<file path="config.mk">
export PLATFORM = sky130hd
export DESIGN_NAME = shift_unit_seq
export DESIGN_NICKNAME = d
export VERILOG_FILES = /design/src/rtl/shift_unit_seq.sv
export SDC_FILE = /design/constraint.sdc
export NUM_CORES = 1
export LEC_CHECK = 0
export BUFFER_PORTS_ARGS = -buffer_cell sky130_fd_sc_hd__buf_4
export CORE_MARGIN = 5
export CORE_UTILIZATION = 47
export DETAILED_ROUTE_END_ITERATION = 8
export GPL_ROUTABILITY_DRIVEN = 0
export HOLD_SLACK_MARGIN = 0.06
export MAX_ROUTING_LAYER = met4
export PLACE_DENSITY = 0.75
export SYNTH_ARGS = -nofsm -noshare
export SYNTH_HDL_FRONTEND = slang
export SYNTH_SLANG_ARGS = --single-unit
</file>
<file path="constraint.sdc">
create_clock -name clk -period 1.2 [get_ports clk]
set_clock_uncertainty 0.1 [all_clocks]
set_input_delay 0.06 -clock clk [delete_from_list [all_inputs] [get_ports clk]]
set_output_delay 0.06 -clock clk [all_outputs]
set_load 0.02 [all_outputs]
</file>
<file path="src/rtl/shift_unit_seq.sv">
// Sequential multi-mode shifter (LSL/LSR/ASR/ROR), one single-bit shift per clock.
// Latency: N+1 edges from the start capture to done, where N is the clamped/reduced amount.
// Backpressure: start is only sampled in IDLE; busy is high while an operation is in flight.
module shift_unit_seq #(
    parameter  int WIDTH = 8,
    localparam int AMT_W = $clog2(WIDTH) + 1
) (
    input  logic             clk,
    input  logic             rst,
    input  logic             start,
    input  logic [1:0]       mode,
    input  logic [AMT_W-1:0] amount,
    input  logic [WIDTH-1:0] data_in,
    output logic             busy,
    output logic             done,
    output logic [WIDTH-1:0] result,
    output logic             carry_out
);

    localparam int SH_W = $clog2(WIDTH);

    localparam logic [1:0] MODE_LSL = 2'b00;
    localparam logic [1:0] MODE_LSR = 2'b01;
    localparam logic [1:0] MODE_ASR = 2'b10;
    localparam logic [1:0] MODE_ROR = 2'b11;

    localparam logic [AMT_W-1:0] FULL_CNT = AMT_W'(WIDTH);

    typedef enum logic [1:0] {
        ST_IDLE,
        ST_SHIFT,
        ST_DONE
    } state_t;

    state_t           state;
    logic [1:0]       op_mode;
    logic [AMT_W-1:0] count;
    logic [AMT_W-1:0] load_cnt;
    logic [WIDTH:0]   step;

    // One single-bit shift of val; returns {bit shifted out, new value}.
    function automatic logic [WIDTH:0] shift1(input logic [1:0] m, input logic [WIDTH-1:0] val);
        logic [WIDTH:0] r;
        case (m)
            MODE_LSL: r = {val[WIDTH-1], val[WIDTH-2:0], 1'b0};
            MODE_LSR: r = {val[0], 1'b0, val[WIDTH-1:1]};
            MODE_ASR: r = {val[0], val[WIDTH-1], val[WIDTH-1:1]};
            default:  r = {val[0], val[0], val[WIDTH-1:1]};
        endcase
        return r;
    endfunction

    // Rotates wrap modulo WIDTH; linear shifts saturate at WIDTH since further shifts change nothing useful.
    always_comb begin
        load_cnt = amount;
        if (mode == MODE_ROR) begin
            load_cnt = {1'b0, amount[SH_W-1:0]};
        end else if (amount > FULL_CNT) begin
            load_cnt = FULL_CNT;
        end
    end

    // Next shifted value of the working register under the captured mode.
    always_comb begin
        step = shift1(op_mode, result);
    end

    // Control FSM with registered busy/done; result and carry_out only move on capture and shift edges.
    always_ff @(posedge clk or posedge rst) begin
        if (rst) begin
            state     <= ST_IDLE;
            op_mode   <= MODE_LSL;
            count     <= '0;
            result    <= '0;
            carry_out <= 1'b0;
            busy      <= 1'b0;
            done      <= 1'b0;
        end else begin
            case (state)
                ST_IDLE: begin
                    done <= 1'b0;
                    if (start) begin
                        result    <= data_in;
                        op_mode   <= mode;
                        carry_out <= 1'b0;
                        count     <= load_cnt;
                        busy      <= 1'b1;
                        if (load_cnt != '0) begin
                            state <= ST_SHIFT;
                        end else begin
                            state <= ST_DONE;
                            done  <= 1'b1;
                        end
                    end
                end
                ST_SHIFT: begin
                    result    <= step[WIDTH-1:0];
                    carry_out <= step[WIDTH];
                    count     <= count - 1'b1;
                    if (count == AMT_W'(1)) begin
                        state <= ST_DONE;
                        done  <= 1'b1;
                    end
                end
                ST_DONE: begin
                    done  <= 1'b0;
                    busy  <= 1'b0;
                    state <= ST_IDLE;
                end
                default: begin
                    state <= ST_IDLE;
                    done  <= 1'b0;
                    busy  <= 1'b0;
                end
            endcase
        end
    end

endmodule

</file>
==> metrics.md, run 1 <==
| Metric | Value |
|---|---|
| Crit end category | `flop` |
| DR vias/cell | `~6.3` |
| Average size of a mapped cell | `10.3 um^2` |
| WL per Instance | `between 20 and 25 um` |
| Slew headroom | `0.791` |
| Unrepaired setup endpoints after global routing | `true` |
| DPL Wire Length | `2290 um` |
| Yosys warns | `0` |
| Mapped Nets | `129` |
| Critical hold path startpoint | `amount[2]` |
| Placed cell count | `176` |
| Worst-Margin Slew | `314 ps` |
| Synth Area in Adders | `0.0221` |
| Largest net degree at the start of global routing | `20` |
| Worst R2R Start | `op_mode[0]$_DFFE_PP0P_` |
| Final cell count without fillers | `205` |
| Wl on met1 | `approximately 1700 um` |
| Post-route design area | `1940 um^2` |
| Crit path launch | `op_mode[0]$_DFFE_PP0P_` |
| Number of enable flip-flop cells after synthesis | `0` |
| Final Max Slew Viols | `0` |
| Post-DRT Antenna Nets | `0` |
| Port Buf Inserts | `27` |
| FF+latch count, synth | `19` |
| Setup WS post-layout | `-208 ps` |
| Tmin final | `1410 ps` |
| Top cells by area, synth | `dfrtp_1 42%, mux2i_1 7.1%, a221oi_1 6.2%` |
| Max-cap violation count | `0` |
| Fin Setup TNS | `-2090 ps` |
| Setup Crit Path Kind | `flop to flop` |
| Req. time, crit path | `roughly 1300 ps` |
| Min-Delay Path Class | `input port to flop` |
| Final hold vios | `0` |
| First-pass DRT Iterations | `4` |
| Register area share after synthesis | `0.420` |
| Critical Path AT | `1520 ps` |
| CTS buffer count | `3` |
| Synth Instances | `between 100 and 150` |
| Hold Slack | `34.2 ps` |
| # setup viols final | `18` |
| Total routed wirelength | `4250 um` |
| Worst-path clk slew | `roughly 120 ps` |
| Pre-CTS WS | `-164 ps` |
| Most used flip-flop cell after synthesis | `dfrtp_1` |
| Clock latency on the worst-skew pair | `320 ps` |
| Worst R2R Path Depth | `3` |
| CTS sink count | `19` |
| Netlist cell types | `39` |
| Fmax | `about 0.71 GHz` |
| CTS tree | `built` |
| Main combinational cell family by area after synthesis | `compound AO/OA/AOI/OAI gates` |
| Worst-case clock buffer depth | `2` |
| Sink of the worst hold path | `count[2]$_DFFE_PP0P_` |
| Global-route wire length before repair | `6190 um` |
| VDD IR max | `between 2000 and 2500 uV` |
| Static leakage | `~0.84 nW` |
| XOR/XNOR share of the synthesized area | `0` |
| Met2 wire len | `about 2300 um` |
| Grt total ovfl | `0` |
| Initial antenna violation count | `0` |
| Fin nets | `197` |
| Commonest cells post-synth | `19 x dfrtp_1, 12 x nor2_1, 8 x a221oi_1, 8 x mux2i_1, 8 x o22ai_1` |
| H-tree levels | `1` |
| Vias in the first global route | `1263` |
| Layout cells sized above 1 | `0.559` |
| R2r setup slk | `-210 ps` |
| Clk root buf | `clkbuf_4` |
| Area grow syn2layout | `71.6%` |
| Num rows | `17` |
| Post-synthesis simple-gate area fraction | `0.155` |
| Core Box Area | `2250 um^2` |
| Ant. Diodes | `0` |
| Crit path max fanout | `8` |
| Max layer used | `met4` |
| Status | `complete, but fails checks` |
| Worst hold stages | `3` |
| Multiplexer share of the synthesized area | `0.0907` |
| Synth Area in Compound Gates | `0.260` |
| Chip Height | `59.1 um` |
| DRT iter0 DRCs | `51` |
| Synthesized area | `1130 um^2` |
| Num ports | `28` |
| Final period util | `1.17` |
| Initial Util | `0.502` |
| GRT Resource Usage Total | `0.243` |
| DR DRC count | `0` |
| Via count | `1283` |
| Synth area leader | `dfrtp_1` |
| Width of the chip | `59.1 um` |
| RR Endpoint | `result[5]$_DFFE_PP0P_` |
| Power Density | `2730 nW/um^2` |
| Cell Area, Placed | `1490 um^2` |
| Startpoint Class | `flop` |
| Count leader, synth | `dfrtp_1` |
| Die area | `3490 um^2` |
| Yosys top cell area share | `0.420` |
| Footprint of the multi-input gates | `around 800 um^2` |
| DR WL met3 | `252 um` |
| Post-synthesis async set-or-reset flop share | `1.00` |
| Filler instances | `approximately 110` |
| FF/Latch Area | `482 um^2` |
| Failing checks | `negative setup slack` |
## routing by layer
metal,global-route usage,vias to the layer above
li1,-,560
met1,0.299,645
met2,0.404,63
met3,0.0523,15
met4,0.0647,0
met5,-,-
## where the power goes
group / leakage [nW] / switching [mW] / internal (mW)
logic: 0.614 / 1.68 / 1.82
clock network: 0.0139 / 0.233 / 0.128
registers: 0.214 / 0.465 / 0.973
## cells in the final DEF (no fill, tap or decap), types with 2 or more instances in the layout
cell / n
clkbuf_4: 3
inv_1: 3
o21ai_1: 4
nor2b_2: 2
buf_12: 2
o22ai_2: 2
mux2_4: 2
o22ai_1: 6
nor3_1: 2
nand2b_4: 3
dfrtp_2: 5
buf_4: 45
dfrtp_1: 14
inv_2: 2
a221oi_1: 2
dlygate4sd3_1: 13
mux2i_1: 7
nor2_1: 10
a221oi_2: 6
nand2_1: 4
a32oi_1: 2
nor2_4: 2
a211oi_2: 2
buf_6: 7
## registers in the layout, indices dropped and copies added, names as in the netlist
| signal | count |
|---|---|
| state | 2 |
| done | 1 |
| op_mode | 2 |
| carry_out | 1 |
| result | 8 |
| count | 4 |
| busy | 1 |
## layout make-up
class | count | share of cell area
clock buffers | 3 | 0.0116
clock inverters | 1 | 0.00387
inverters | 6 | 0.0142
multi-input cells | 81 | 0.402
flip-flops and latches | 19 | 0.248
well taps | 28 | 0.0181
repair buffers | 67 | 0.302
## critical path, stage by stage, from the launching register on
cell	delay, ps
dfrtp_2	490
nor2_8	230
mux2i_1	140
a221oi_1	340
## metrics by stage
stage | power (mW) | util
after CTS | 4.67 | 0.809
after global routing | 5.59 | 0.861
after global placement | 3.73 | 0.659
after detailed placement | 3.81 | 0.659
after floorplan | 2.85 | -
final | 5.29 | 0.861
## how the worst max path moves through the flow
stage,to,slack (ps),cells after the start
floorplan,op_mode[0]$_DFFE_PP0P_,-70,4
global placement,op_mode[1]$_DFFE_PP0P_,-130,3
detailed placement,result[7]$_DFFE_PP0P_,-160,3
CTS,result[7]$_DFFE_PP0P_,-110,4
global route,result[5]$_DFFE_PP0P_,-300,3
finish,result[5]$_DFFE_PP0P_,-210,3
## cells by family (layout without fill, tap and decap cells)
kind of cell | Yosys count | count (layout)
AO/OA/AOI/OAI | 37 | 37
adder cells (fa/ha/maj) | 2 | 2
AND/OR/NAND/NOR | 31 | 32
flip-flops | 19 | 19
multiplexers | 10 | 10
buffers and inverters | 11 | 77
## timing repair
item,in CTS,in global routing
buffers inserted,6,6
pin swaps,8,9
hold buffers,12,1
setup endpoints to repair,15,20
endpoints found under the hold margin,34,2
cloned,1,0
gates resized for setup,31,14
No activity file was read; power rests on OpenSTA's default activity.
==> run 2, diff against run 1 <==
Settings changed: CTS_BUF_LIST set to sky130_fd_sc_hd__clkbuf_16.
==> run 2 against run 1 <==
Against the previous run:
- the run still ends with negative setup slack left
- flip-flop and latch count stayed put
- global-route usage decreased by 1.6 points
- maximum frequency up 4.4%
- sequential share of layout area decreased by 0.16 points
- sequential power about the same
- critical path type unchanged
- clock power is 98% higher
- setup slack better by 59 ps
- combinational power about the same
- largest power group unchanged
- final cell count is 2.9% lower
- die area is the same
- utilization up 0.33 points
==> metrics.md, run 2 (synthesis results as in run 1) <==
| Metric | Value |
|---|---|
| Static leakage | `0.839 nW` |
| Worst hold stages | `3` |
| Number of flip-flops in the largest register | `8` |
| Fmax | `roughly 0.74 GHz` |
| Power Density | `a little under 3000 nW/um^2` |
| GRT Resource Usage Total | `0.227` |
| FF/Latch Area | `480 um^2` |
| Fin nets | `191` |
| Num ports | `28` |
| Worst R2R Start | `count[1]$_DFFE_PP0P_` |
| CTS tree | `built` |
| Placed cell count | `176` |
| Ant. Diodes | `0` |
| Met2 wire len | `2030 um` |
| Post-route design area | `1950 um^2` |
| Max-cap violation count | `0` |
| Most frequent cells in the layout | `47 x buf_4, 15 x dfrtp_1, 10 x nor2_1, 10 x dlygate4sd3_1, 8 x a221oi_2` |
| Initial antenna violation count | `0` |
| CTS sink count | `19` |
| Filler instances | `107` |
| Footprint of the multi-input gates | `792 um^2` |
| Die area | `3490 um^2` |
| Initial Util | `0.502` |
| Worst R2R Path Depth | `5` |
| Area grow syn2layout | `72.2%` |
| H-tree levels | `1` |
| Sink of the worst hold path | `result[0]$_DFFE_PP0P_` |
| Layout cells sized above 1 | `0.585` |
| Largest Register | `result` |
| Pre-CTS WS | `-164 ps` |
| Crit path max fanout | `3` |
| Tmin final | `between 1000 and 1500 ps` |
| Post-DRT Antenna Nets | `0` |
| Port Buf Inserts | `27` |
| Failing checks | `negative setup slack` |
| DR DRC count | `0` |
| Total routed wirelength | `4120 um` |
| Max layer used | `met4` |
| Clock latency on the worst-skew pair | `260 ps` |
| Worst-path clk slew | `~60 ps` |
| Final cell count without fillers | `~200` |
| Via count | `1236` |
| Slew headroom | `0.780` |
| Cell Area, Placed | `1490 um^2` |
| CTS buffer count | `3` |
| Num rows | `17` |
| Core Box Area | `roughly 2300 um^2` |
| Critical hold path startpoint | `data_in[0]` |
| Final Max Slew Viols | `0` |
| Global-route wire length before repair | `5820 um` |
| Critical Path AT | `1390 ps` |
| Startpoint Class | `flop` |
| R2r setup slk | `-150 ps` |
| Post-layout util | `0.864` |
| Final period util | `1.12` |
| # setup viols final | `18` |
| WL per Instance | `between 20 and 25 um` |
| Grt total ovfl | `0` |
| Final hold vios | `0` |
| Unrepaired setup endpoints after global routing | `true` |
| Setup WS post-layout | `-149 ps` |
| Worst-case clock buffer depth | `2` |
| Worst-Margin Slew | `328 ps` |
| VDD IR max | `between 2000 and 2500 uV` |
| First-pass DRT Iterations | `4` |
| Setup Crit Path Kind | `flop to flop` |
| Clk root buf | `clkbuf_16` |
| Req. time, crit path | `1240 ps` |
| DPL Wire Length | `2290 um` |
| DR WL met3 | `252 um` |
| Most common cell after layout, fill and taps aside | `buf_4` |
| DR vias/cell | `around 6.2` |
| Crit end category | `flop` |
| Vias in the first global route | `about 1200` |
| Min-Delay Path Class | `input port to flop` |
| RR Endpoint | `state[0]$_DFFE_PP0P_` |
| Chip Height | `~59 um` |
| DRT iter0 DRCs | `55` |
| Largest net degree at the start of global routing | `20` |
| Top Registers | `result (8), count (4)` |
| Status | `complete, but fails checks` |
| Width of the chip | `59.1 um` |
| Wl on met1 | `1740 um` |
run 2: worst max path at each step:
stage / end / slack, ps / start
finish: state[0]$_DFFE_PP0P_ / -150 / count[1]$_DFFE_PP0P_
global route: state[0]$_DFFE_PP0P_ / -200 / count[1]$_DFFE_PP0P_
CTS: result[7]$_DFFE_PP0P_ / -100 / state[1]$_DFFE_PP0P_
detailed placement: result[7]$_DFFE_PP0P_ / -160 / op_mode[0]$_DFFE_PP0P_
global placement: op_mode[1]$_DFFE_PP0P_ / -130 / state[1]$_DFFE_PP0P_
floorplan: op_mode[0]$_DFFE_PP0P_ / -70 / state[1]$_DFFE_PP0P_
run 2: per-layer routing:
layer,GRT usage,up-vias
met4,0.0809,0
met3,0.0392,14
met5,-,-
li1,-,549
met1,0.293,607
met2,0.358,66
run 2: layout make-up:
class                      instances  area share
multi-input combinational         80       0.407
inverter                           6      0.0141
sequential                        19       0.247
timing repair buffer              62       0.272
tap                               28      0.0180
clock inverter                     1     0.00385
clock buffer                       3      0.0385
run 2: worst max-delay path, cell delays in order (launching register included):
cell and delay, ps:
dfrtp_1 410, inv_2 70, ha_2 180, nor3b_4 240
nor2_1 60, o21a_1 180
run 2: where the power goes:
group          internal [mW]  switching, mW  total (mW)
registers              0.973          0.488        1.46
logic                   1.82           1.65        3.47
clock network          0.451          0.262       0.713
total                   3.25           2.40        5.65
run 2: metrics by stage:
| stage | setup TNS, ps | power (mW) | hold WS, ps |
|---|---|---|---|
| 3_5_place_dp | -1350 | 3.81 | 6.72 |
| 5_1_grt | -2630 | 5.91 | 87.2 |
| 6_report | -1760 | 5.65 | 64.8 |
| 3_3_place_gp | -971 | 3.73 | 0.542 |
| 2_1_floorplan | -272 | 2.85 | -88.9 |
| 4_1_cts | -1210 | 4.95 | 60.3 |
run 2: what timing repair did:
action,in CTS,in global routing
hold buffers,8,2
buffers inserted,7,3
gates resized for setup,19,26
endpoints found under the setup margin,16,19
pin swaps,8,12
endpoints found under the hold margin,26,2
